### src/rtl/eight_bit_adder_if.sv
// Operand/result bundle for the ripple-carry adder: the operands and load enable
// come in, and the combinational and registered results go out.
interface eight_bit_adder_if #(
    parameter int N = 8
);
    logic [N-1:0] A;
    logic [N-1:0] B;
    logic         Cin;
    logic         en;
    logic [N-1:0] Sum;
    logic         Cout;
    logic [N-1:0] Sum_r;
    logic         Cout_r;
    logic         Ovf_r;
    logic         Zero_r;
    logic         valid_r;

    modport master (
        output A, B, Cin, en,
        input  Sum, Cout, Sum_r, Cout_r, Ovf_r, Zero_r, valid_r
    );

    modport slave (
        input  A, B, Cin, en,
        output Sum, Cout, Sum_r, Cout_r, Ovf_r, Zero_r, valid_r
    );
endinterface

### src/rtl/eight_bit_adder.sv
// N-bit ripple-carry adder with a combinational sum path and a registered
// result stage that carries carry, signed-overflow and zero flags.
module eight_bit_adder #(
    parameter int N = 8
) (
    input  logic              clk,
    input  logic              rst_n,
    eight_bit_adder_if.slave  bus
);

    logic [N-1:0] sum;
    logic         carry;
    logic         carry_msb;
    logic         ovf;

    // Ripple chain: carry holds c[i] at the start of each step; carry_msb keeps
    // c[N-1], the carry into the sign bit, for the overflow flag.
    always_comb begin
        sum       = '0;
        carry     = bus.Cin;
        carry_msb = 1'b0;
        for (int i = 0; i < N; i++) begin
            if (i == N - 1) carry_msb = carry;
            sum[i] = bus.A[i] ^ bus.B[i] ^ carry;
            carry  = (bus.A[i] & bus.B[i]) | (carry & (bus.A[i] ^ bus.B[i]));
        end
    end

    assign ovf      = carry ^ carry_msb;
    assign bus.Sum  = sum;
    assign bus.Cout = carry;

    logic [N-1:0] sum_q;
    logic         cout_q;
    logic         ovf_q;
    logic         zero_q;
    logic         valid_q;

    // valid_r pulses for the cycle following each enabled edge; the other
    // registered outputs hold their last loaded value while en is low.
    always_ff @(posedge clk or negedge rst_n) begin
        if (!rst_n) begin
            sum_q   <= '0;
            cout_q  <= 1'b0;
            ovf_q   <= 1'b0;
            zero_q  <= 1'b0;
            valid_q <= 1'b0;
        end else if (bus.en) begin
            sum_q   <= sum;
            cout_q  <= carry;
            ovf_q   <= ovf;
            zero_q  <= (sum == '0);
            valid_q <= 1'b1;
        end else begin
            valid_q <= 1'b0;
        end
    end

    assign bus.Sum_r   = sum_q;
    assign bus.Cout_r  = cout_q;
    assign bus.Ovf_r   = ovf_q;
    assign bus.Zero_r  = zero_q;
    assign bus.valid_r = valid_q;

endmodule

### src/flat_wrapper.sv
// flat-port wrapper written by rule: the top's interface ports become plain ports
module eight_bit_adder_flat 
#(
    parameter int N = 8
)
  (clk, rst_n, bus_A, bus_B, bus_Cin, bus_en, bus_Sum, bus_Cout, bus_Sum_r, bus_Cout_r, bus_Ovf_r, bus_Zero_r, bus_valid_r);
  eight_bit_adder_if #(.N(N)) bus_i ();
  input  logic clk;
  input  logic rst_n;
  input wire logic [$bits(bus_i.A)-1:0] bus_A;
  input wire logic [$bits(bus_i.B)-1:0] bus_B;
  input wire logic [$bits(bus_i.Cin)-1:0] bus_Cin;
  input wire logic [$bits(bus_i.en)-1:0] bus_en;
  output wire logic [$bits(bus_i.Sum)-1:0] bus_Sum;
  output wire logic [$bits(bus_i.Cout)-1:0] bus_Cout;
  output wire logic [$bits(bus_i.Sum_r)-1:0] bus_Sum_r;
  output wire logic [$bits(bus_i.Cout_r)-1:0] bus_Cout_r;
  output wire logic [$bits(bus_i.Ovf_r)-1:0] bus_Ovf_r;
  output wire logic [$bits(bus_i.Zero_r)-1:0] bus_Zero_r;
  output wire logic [$bits(bus_i.valid_r)-1:0] bus_valid_r;
  assign bus_i.A = bus_A;
  assign bus_i.B = bus_B;
  assign bus_i.Cin = bus_Cin;
  assign bus_i.en = bus_en;
  assign bus_Sum = bus_i.Sum;
  assign bus_Cout = bus_i.Cout;
  assign bus_Sum_r = bus_i.Sum_r;
  assign bus_Cout_r = bus_i.Cout_r;
  assign bus_Ovf_r = bus_i.Ovf_r;
  assign bus_Zero_r = bus_i.Zero_r;
  assign bus_valid_r = bus_i.valid_r;
  eight_bit_adder #(.N(N)) u_core (.clk(clk), .rst_n(rst_n), .bus(bus_i));
endmodule
### config.mk
export PLATFORM = sky130hd
export DESIGN_NAME = eight_bit_adder_flat
export DESIGN_NICKNAME = d
export VERILOG_FILES = /design/src/rtl/eight_bit_adder_if.sv /design/src/rtl/eight_bit_adder.sv /design/src/flat_wrapper.sv
export SDC_FILE = /design/constraint.sdc
export NUM_CORES = 1
export LEC_CHECK = 0
export BUFFER_PORTS_ARGS = -buffer_cell sky130_fd_sc_hd__clkbuf_2
export CAP_MARGIN = 0
export CORE_MARGIN = 4
export CORE_UTILIZATION = 44
export DETAILED_ROUTE_END_ITERATION = 7
export HOLD_SLACK_MARGIN = 0.06
export PLACE_DENSITY_LB_ADDON = 0.3
export RECOVER_POWER = 100
export SLEW_MARGIN = 0
export SYNTH_ARGS = -nofsm -noshare
export SYNTH_HDL_FRONTEND = slang
export SYNTH_SLANG_ARGS = --single-unit
### constraint.sdc
create_clock -name clk -period 12.5 [get_ports clk]
set_clock_uncertainty 0.1 [all_clocks]
set_input_delay 1.875 -clock clk [delete_from_list [all_inputs] [get_ports clk]]
set_output_delay 1.875 -clock clk [all_outputs]
set_load 0.02 [all_outputs]
==> impl_metrics.ini, run 1 <==
[cells_and_area]
diodes = 0
final_util = 0.6462
final_area_sq_um = 893.4
drive_above_1_share = 0.2979
syn2layout_area_growth_pct = 30.29
nNetsFinal = 124

[drt]
viasPerCell = 4.697
drtIter0Drc = 0
wire_per_inst_microns = 12.06
ant_nets = 0
vias = 512
wl_microns = 1314
drc_errors = 0
drt_pass1_iterations = 1

[place]
pre_cts_ws_ns = 5.301
place_area_sq_um = 899.6
hpwl_microns = 1182
io_buffer_count = 40
place_congestion = 0.6649

[sta]
finalMaxSlewViolations = 0
min_period_ns = 7.233
fmax_mhz = 138.3
min_period_over_period = 0.5786
worstMarginPinSlew_ns = 0.6884
setup_viol = 0
relSlewSlack = 0.5410
setup_ws_ns = 5.267
hold_viol_final = 0
setup_tns_ns = 0
rsz0062_at_grt = no

[clock_network]
cts_sinks = 12
cts_tree = built
cts_resized = 0
cts_made_buffers = 3
h-tree-depth = 1
clockBufferDepth = 2
clk-insertion-delay-late_ns = 0.26
root_buffer = clkbuf_4
holdBufCountCts = 0
clk_pin_slew_ns = 0.07
post_cts_buffers = 0

[floorplan]
die_y_microns = 47.48
design.die.area_sq_mm = 0.002254
start_util = 0.4959
num_rows = 13
pin_count = 41
core_area_sq_mm = 0.001383
die_w_microns = 47.48

[critical_path]
critPathLaunch = bus_Cin
reg2reg_to = u_core.bus.Ovf_r
crit_chain = clkbuf_2, inv_1, fa_1, inv_1, fa_1, fa_1, fa_1, inv_1, fa_1, inv_1, fa_1, fa_1, inv_1, fa_1, inv_1, clkbuf_1
cp-end-kind = output port
cp_common_cell = fa_1
worst_path_max_delay_cell = fa_1
worst-path-max-fanout = 2
cp_data_arrival_time_ns = 5.26
rrSetupSlack_ns = 11.63
cp-endpoint = bus_Sum[7]
slowest_delay_ns = 0.43
critical_path_class = primary input to output port
cp.required_ns = 10.52
startpoint_type = primary input
reg2reg_depth = 1
reg2reg_from = u_core.bus.Ovf_r

[global_routing]
track_usage = 0.1461
overflow = 0
grt_pass1_vias = 576
grt_start_max_net_pins = 14
grt_pass1_wl_microns = 2263
antenna_found_initial = 0

[logic_synthesis]
synth_top_area_frac = 0.4380
yosysSeqAreaShare = 0.4380
synth.avg_cell_area_sq_um = 13.19
synth_top_area_cell = dfrtp_1
netlist_area_sq_um = 685.7
syn_inst = 52
synthTopCellsByArea = dfrtp_1, fa_1, mux2_2
synth_seq_cells = 12
netlist-cell-type-count = 11
synthesis.nets = 80
yosys_warnings = 0

[min_path]
hp-class = flop to flop

[flow_run]
drv_cap = 0

[power]
cellPowerDensity_mw_per_mm2 = 138.5
power_uw = 123.8
leakagePower_uw = 0.0004420
vdd_ir_drop_max_v = 0.00007712

[run_status]
outcome = completed
==> layer usage <==
metal  global-route usage  vias up  part of all wire
met5                    0        -                 0
met1               0.1699      246              0.41
met4              0.06630        0            0.0068
met2               0.2487       23              0.49
met3              0.04135        2             0.090
li1                     -      241                 -
==> worst min-delay path by stage <==
stage / from / end / depth (start not counted)
floorplan: u_core.bus.Cout_r / u_core.bus.Cout_r / 1
detailed placement: u_core.bus.Sum_r[0] / u_core.bus.Sum_r[0] / 1
finish: u_core.bus.Sum_r[0] / u_core.bus.Sum_r[0] / 1
global route: u_core.bus.Sum_r[4] / u_core.bus.Sum_r[4] / 1
global placement: u_core.bus.Sum_r[4] / u_core.bus.Sum_r[4] / 1
CTS: u_core.bus.Sum_r[0] / u_core.bus.Sum_r[0] / 1
==> critical path: cells and delay by family <==
kind	cells	cell delay (ns)
adders and majority gates	8	2.67
buffers and inverters	8	0.73
==> state kept, by name (all words and copies together) (netlist names) <==
signal,flops
u_core.bus.Ovf_r,1
u_core.bus.valid_r,1
u_core.bus.Zero_r,1
u_core.bus.Cout_r,1
u_core.bus.Sum_r,8
==> cells in the mapped netlist <==
cell type  instances
buf_2              1
dfrtp_1           12
fa_1               8
inv_1             16
mux2_1             4
mux2_2             6
nand2b_1           1
nand3_1            1
o32ai_2            1
or4_4              1
xnor2_1            1
==> placed cells by master (no fill, tap or decap) <==
master,n
clkbuf_4,3
nand3_1,1
inv_1,16
clkbuf_1,23
o32ai_2,1
nand2b_1,1
xnor2_1,1
clkbuf_2,17
mux2_1,4
dfrtp_1,12
or4_4,1
mux2_2,6
fa_1,8
==> cell type report <==
| class | count | area [sq um] |
|---|---|---|
| clock buffers | 3 | 22.52 |
| repair buffers | 40 | 171.4 |
| fillers | 136 | 489.2 |
| multi-input cells | 23 | 320.3 |
| flip-flops and latches | 12 | 300.3 |
| inverters | 16 | 60.06 |
| well taps | 15 | 18.77 |
==> per-stage QoR <==
| stage | instances | hold WS, ns |
|---|---|---|
| floorplan | 52 | 0.5095 |
| global placement | 106 | 0.3656 |
| detailed placement | 106 | 0.3778 |
| CTS | 109 | 0.3938 |
| global route | 109 | 0.4067 |
| finish | 109 | 0.3886 |
==> power by group <==
| group | switching [uW] | total (uW) | internal, uW |
|---|---|---|---|
| registers | 3.55 | 50.0 | 46.5 |
| logic | 33.2 | 51.4 | 18.3 |
| clock network | 11.2 | 22.3 | 11.1 |
==> cells by family after synthesis <==
logic type | count (synthesis) | share of synthesized area
xor+xnor | 1 | 0.01278
flops | 12 | 0.4380
simple gates | 3 | 0.03284
fa+ha+maj | 8 | 0.2336
mux | 10 | 0.1642
compound gates | 1 | 0.02373
buf+inv | 17 | 0.09489
No activity file was read; power rests on OpenSTA's default activity.
==> run 2, diff against run 1 <==
--- a/config.mk
+++ b/config.mk
@@ -8,7 +8,7 @@
 export BUFFER_PORTS_ARGS = -buffer_cell sky130_fd_sc_hd__clkbuf_2
 export CAP_MARGIN = 0
 export CORE_MARGIN = 4
-export CORE_UTILIZATION = 44
+export CORE_UTILIZATION = 41
 export DETAILED_ROUTE_END_ITERATION = 7
 export HOLD_SLACK_MARGIN = 0.06
 export PLACE_DENSITY_LB_ADDON = 0.3
==> constraint.sdc (replaced) <==
create_clock -name clk -period 7.4 [get_ports clk]
set_clock_uncertainty 0.1 [all_clocks]
set_input_delay 1.11 -clock clk [delete_from_list [all_inputs] [get_ports clk]]
set_output_delay 1.11 -clock clk [all_outputs]
set_load 0.02 [all_outputs]
==> run 2 against run 1 <==
Wire length rose by 7.8%. Sequential share of layout area fell by 0.28 points. Non-clock buffer count unchanged. Power up 81%. Worst hold slack worse by 0.00060 ns. Setup slack got worse by 3.6 ns. Count of clock-buffer cells in the layout rose by 1. Die area grew 6.1%. First-iteration DRC count grew 1. Largest cell class unchanged. Utilization shrank 6.2 points. Critical path type unchanged. Register-to-register slack worse by 5.1 ns.
==> impl_metrics.ini, run 2 (same netlist as run 1, synthesis figures left out) <==
[clock_network]
post_cts_buffers = 0
root_buffer = clkbuf_4
cts_made_buffers = 3
holdBufCountCts = 0
cts_resized = 0
h-tree-depth = 1
clk-insertion-delay-late_ns = 0.27
clockBufferDepth = 2
cts_sinks = 12
clk_pin_slew_ns = 0.08
cts_tree = built

[cells_and_area]
largest_reg_flops = 8
syn2layout_area_growth_pct = 31.39
multi_input_area_sq_um = 312.8
layout_commonest_cell = clkbuf_1
regArea_sq_um = 300.3
nNetsFinal = 124
layout_common_cells = clkbuf_1, clkbuf_2, inv_1
finalNonFillerCells = 111
final_util = 0.5844
drive_above_1_share = 0.2947
diodes = 0
n_fill_cell = 152

[drt]
vias = 519
drtIter0Drc = 1
wl_microns = 1416
ant_nets = 0
drc_errors = 0
wire_per_inst_microns = 12.76
viasPerCell = 4.676
drt_pass1_iterations = 2

[critical_path]
slowest_delay_ns = 0.43
cp_common_cell = fa_1
cp_top_family = adder cells
cp.required_ns = 6.19
crit_chain = clkbuf_2, inv_1, fa_1, inv_1, fa_1, fa_1, fa_1, inv_1, fa_1, inv_1, fa_1, fa_1, inv_1, fa_1, inv_1, clkbuf_1
cp_data_arrival_time_ns = 4.51
worst-path-max-fanout = 2
worst_path_max_delay_cell = fa_1
cp-end-kind = output port
critical_path_class = primary input to output port
crit_buf_inv = 8
startpoint_type = primary input

[floorplan]
start_util = 0.4448
design.die.area_sq_mm = 0.002391
num_rows = 14
die_y_microns = 48.90
core_area_sq_mm = 0.001541
die_w_microns = 48.90
pin_count = 41

[global_routing]
grt_pass1_wl_microns = 2559
grt_pass1_vias = 621
overflow = 0
antenna_found_initial = 0
track_usage = 0.1354
grt_start_max_net_pins = 14

[sta]
setup_ws_ns = 1.681
setup_viol = 0
min_period_over_period = 0.7729
finalMaxSlewViolations = 0
min_period_ns = 5.719
whs_ns = 0.3880
setup_tns_ns = 0
fmax_mhz = 174.8
hold_viol_final = 0
rsz0062_at_grt = no
worstMarginPinSlew_ns = 0.6605
relSlewSlack = 0.5597

[place]
io_buffer_count = 40
hpwl_microns = 1213
dp_cells = 107
pre_cts_ws_ns = 1.729
place_congestion = 0.7412

[power]
vdd_ir_drop_max_v = 0.0001179
cellPowerDensity_mw_per_mm2 = 248.8
leakagePower_uw = 0.0004483

[run_status]
outcome = completed

[flow_run]
drv_cap = 0

[min_path]
hp-class = flop to flop
run 2: where the power goes:
part           internal, uW  leakage, uW  switching [uW]
clock                  29.9    0.0000210            22.8
sequential             78.4     0.000143            6.14
combinational          30.9     0.000285            56.0
total                   139     0.000448            84.9
run 2: metrics by stage:
stage	power, uW	instance area [sq um]
2_1_floorplan	146.3	685.7
6_report	224.1	900.9
3_5_place_dp	181.0	900.9
5_1_grt	240.5	900.9
4_1_cts	233.9	937.1
3_3_place_gp	178.4	900.9
run 2: per-layer routing:
| metal | vias up | global-route usage | routed length [microns] |
|---|---|---|---|
| met2 | 21 | 0.2457 | 744 |
| met1 | 254 | 0.1479 | 552 |
| li1 | 242 | - | - |
| met3 | 2 | 0.02446 | 106 |
| met5 | - | 0 | 0 |
| met4 | 0 | 0.06726 | 13 |
run 2: worst paths after layout:
path,slack [ns],cells past startpoint,startpoint,endpoint
worst min register to register,0.39,1,u_core.bus.Sum_r[4],u_core.bus.Sum_r[4]
worst min-delay path,0.39,1,u_core.bus.Sum_r[4],u_core.bus.Sum_r[4]
min in group asynchronous,0.74,1,rst_n,u_core.bus.Zero_r
worst max register to register,6.52,1,u_core.bus.Cout_r,u_core.bus.Cout_r
worst max-delay path,1.68,16,bus_Cin,bus_Sum[7]
max in group asynchronous,6.04,1,rst_n,u_core.bus.Sum_r[1]
run 2: final cells by class:
class,instances,share of cell area
Tap cell,16,0.02222
Inverter,16,0.06667
Clock buffer,4,0.04028
Sequential cell,12,0.3333
Timing Repair Buffer,40,0.1903
Multi-Input combinational cell,23,0.3472
==> run 3, diff against run 2 <==
--- a/config.mk
+++ b/config.mk
@@ -8,7 +8,7 @@
 export BUFFER_PORTS_ARGS = -buffer_cell sky130_fd_sc_hd__clkbuf_2
 export CAP_MARGIN = 0
 export CORE_MARGIN = 4
-export CORE_UTILIZATION = 41
+export CORE_UTILIZATION = 37
 export DETAILED_ROUTE_END_ITERATION = 7
 export HOLD_SLACK_MARGIN = 0.06
 export PLACE_DENSITY_LB_ADDON = 0.3
==> constraint.sdc (replaced) <==
create_clock -name clk -period 4.83 [get_ports clk]
set_clock_uncertainty 0.1 [all_clocks]
set_input_delay 0.7245 -clock clk [delete_from_list [all_inputs] [get_ports clk]]
set_output_delay 0.7245 -clock clk [all_outputs]
set_load 0.02 [all_outputs]
==> run 3 against run 2 <==
Largest power group unchanged. Critical path depth did not move. Die area rose by 9.0%. Highest routed layer unchanged. Worst hold slack worse by 0.034 ns. Power up 50%.
==> impl_metrics.ini, run 3 (same netlist as run 1, synthesis figures left out) <==
[run_status]
outcome = completed

[clock_network]
cts_made_buffers = 3
clk-insertion-delay-late_ns = 0.26
clk_pin_slew_ns = 0.07
holdBufCountCts = 0
clockBufferDepth = 2
h-tree-depth = 1
root_buffer = clkbuf_4
cts_sinks = 12
cts_tree = built

[floorplan]
die_y_microns = 51.05
die_w_microns = 51.05
start_util = 0.3928
num_rows = 15
design.die.area_sq_mm = 0.002606
pin_count = 41
core_area_sq_mm = 0.001745

[sta]
min_period_over_period = 0.9686
setup_viol = 0
fmax_mhz = 213.8
min_period_ns = 4.678
worstMarginPinSlew_ns = 0.6641
rsz0062_at_grt = yes
whs_ns = 0.3544
relSlewSlack = 0.5572
finalMaxSlewViolations = 0
hold_viol_final = 0

[cells_and_area]
largest_reg_flops = 8
nNetsFinal = 127
layout_commonest_cell = clkbuf_2
drive_above_1_share = 0.4639
final_area_sq_um = 953.4
layout_common_cells = clkbuf_2, clkbuf_1, inv_1
syn2layout_area_growth_pct = 39.05
diodes = 0
final_util = 0.5462

[place]
place_congestion = 0.6452
io_buffer_count = 40
place_area_sq_um = 927.1
hpwl_microns = 1241

[global_routing]
use_met1 = 0.1283
grt_pass1_vias = 586
grt_pass1_wl_microns = 2477
grt_start_max_net_pins = 14
antenna_found_initial = 0
track_usage = 0.1290
overflow = 0
met2_usage = 0.2532
grtUsageMet3 = 0.01749
grt.busiest_layer = met2

[critical_path]
crit_chain = clkbuf_2, inv_1, fa_1, inv_1, fa_2, fa_2, fa_2, inv_1, fa_2, inv_1, fa_2, fa_2, inv_2, fa_1, inv_2, buf_4
cp_top_family = adder cells
slowest_delay_ns = 0.44
cp.required_ns = 4.01
startpoint_type = primary input
worst-path-max-fanout = 2
crit_buf_inv = 8
cp_data_arrival_time_ns = 3.85
critical_path_class = primary input to output port
worst_path_max_delay_cell = fa_1
cp_common_cell = fa_2
cp-end-kind = output port

[min_path]
hp-class = primary input to asynchronous set/reset pin

[power]
vdd_ir_drop_max_v = 0.0001593
cellPowerDensity_mw_per_mm2 = 353.2
leakagePower_uw = 0.0004678

[flow_run]
drv_cap = 0

[drt]
drt_pass1_iterations = 2
wire_per_inst_microns = 11.98
vias = 529
wl_microns = 1461
drtIter0Drc = 1
viasPerCell = 4.336
ant_nets = 0
drc_errors = 0
-- run 3: final timing paths --
kind	from	end	slack (ns)	cells after the start
min	rst_n	u_core.bus.Cout_r	0.35	1
min in group clk	u_core.bus.Sum_r[4]	u_core.bus.Sum_r[4]	0.38	1
max	bus_B[0]	bus_Sum[7]	0.15	16
max reg2reg	u_core.bus.Ovf_r	u_core.bus.Ovf_r	3.95	1
max in group asynchronous	rst_n	u_core.bus.Sum_r[2]	3.86	1
min reg2reg	u_core.bus.Sum_r[4]	u_core.bus.Sum_r[4]	0.38	1
-- run 3: area by class of cell --
class / instances / area (sq um)
fill: 178 / 792.0
multi-input combinational: 23 / 335.3
sequential: 12 / 300.3
timing repair buffer: 43 / 203.9
inverter: 16 / 60.06
tap: 25 / 31.28
clock buffer: 3 / 22.52
-- run 3: repair_timing --
item,in CTS,in global routing
gates resized for setup,3,7
setup buffers,0,1
setup endpoints to repair,1,1
endpoints found under the hold margin,0,0
pin swaps,0,2
cloned,0,0
-- run 3: where the power goes --
part	internal, uW	switching, uW
Clock	28.8	30.8
Sequential	120	8.93
Combinational	58.5	89.6
Total	207	129
-- run 3: layer usage --
metal,wire length (microns),up-vias,part of all wire
met5,0,-,0
met4,18,0,0.012
met3,95,2,0.065
met2,856,17,0.59
met1,490,262,0.34
li1,-,248,-
-- run 3: through the flow --
step                setup TNS [ns]  worst slack, ns  power [uW]  cells
floorplan                        0           0.2371       224.2     52
global placement          -0.02720         -0.02720       277.4    118
detailed placement        -0.08419         -0.08419       280.9    118
CTS                              0          0.01299       341.9    121
global route              -0.02550         -0.02550       360.4    122
finish                           0           0.1518       336.7    122
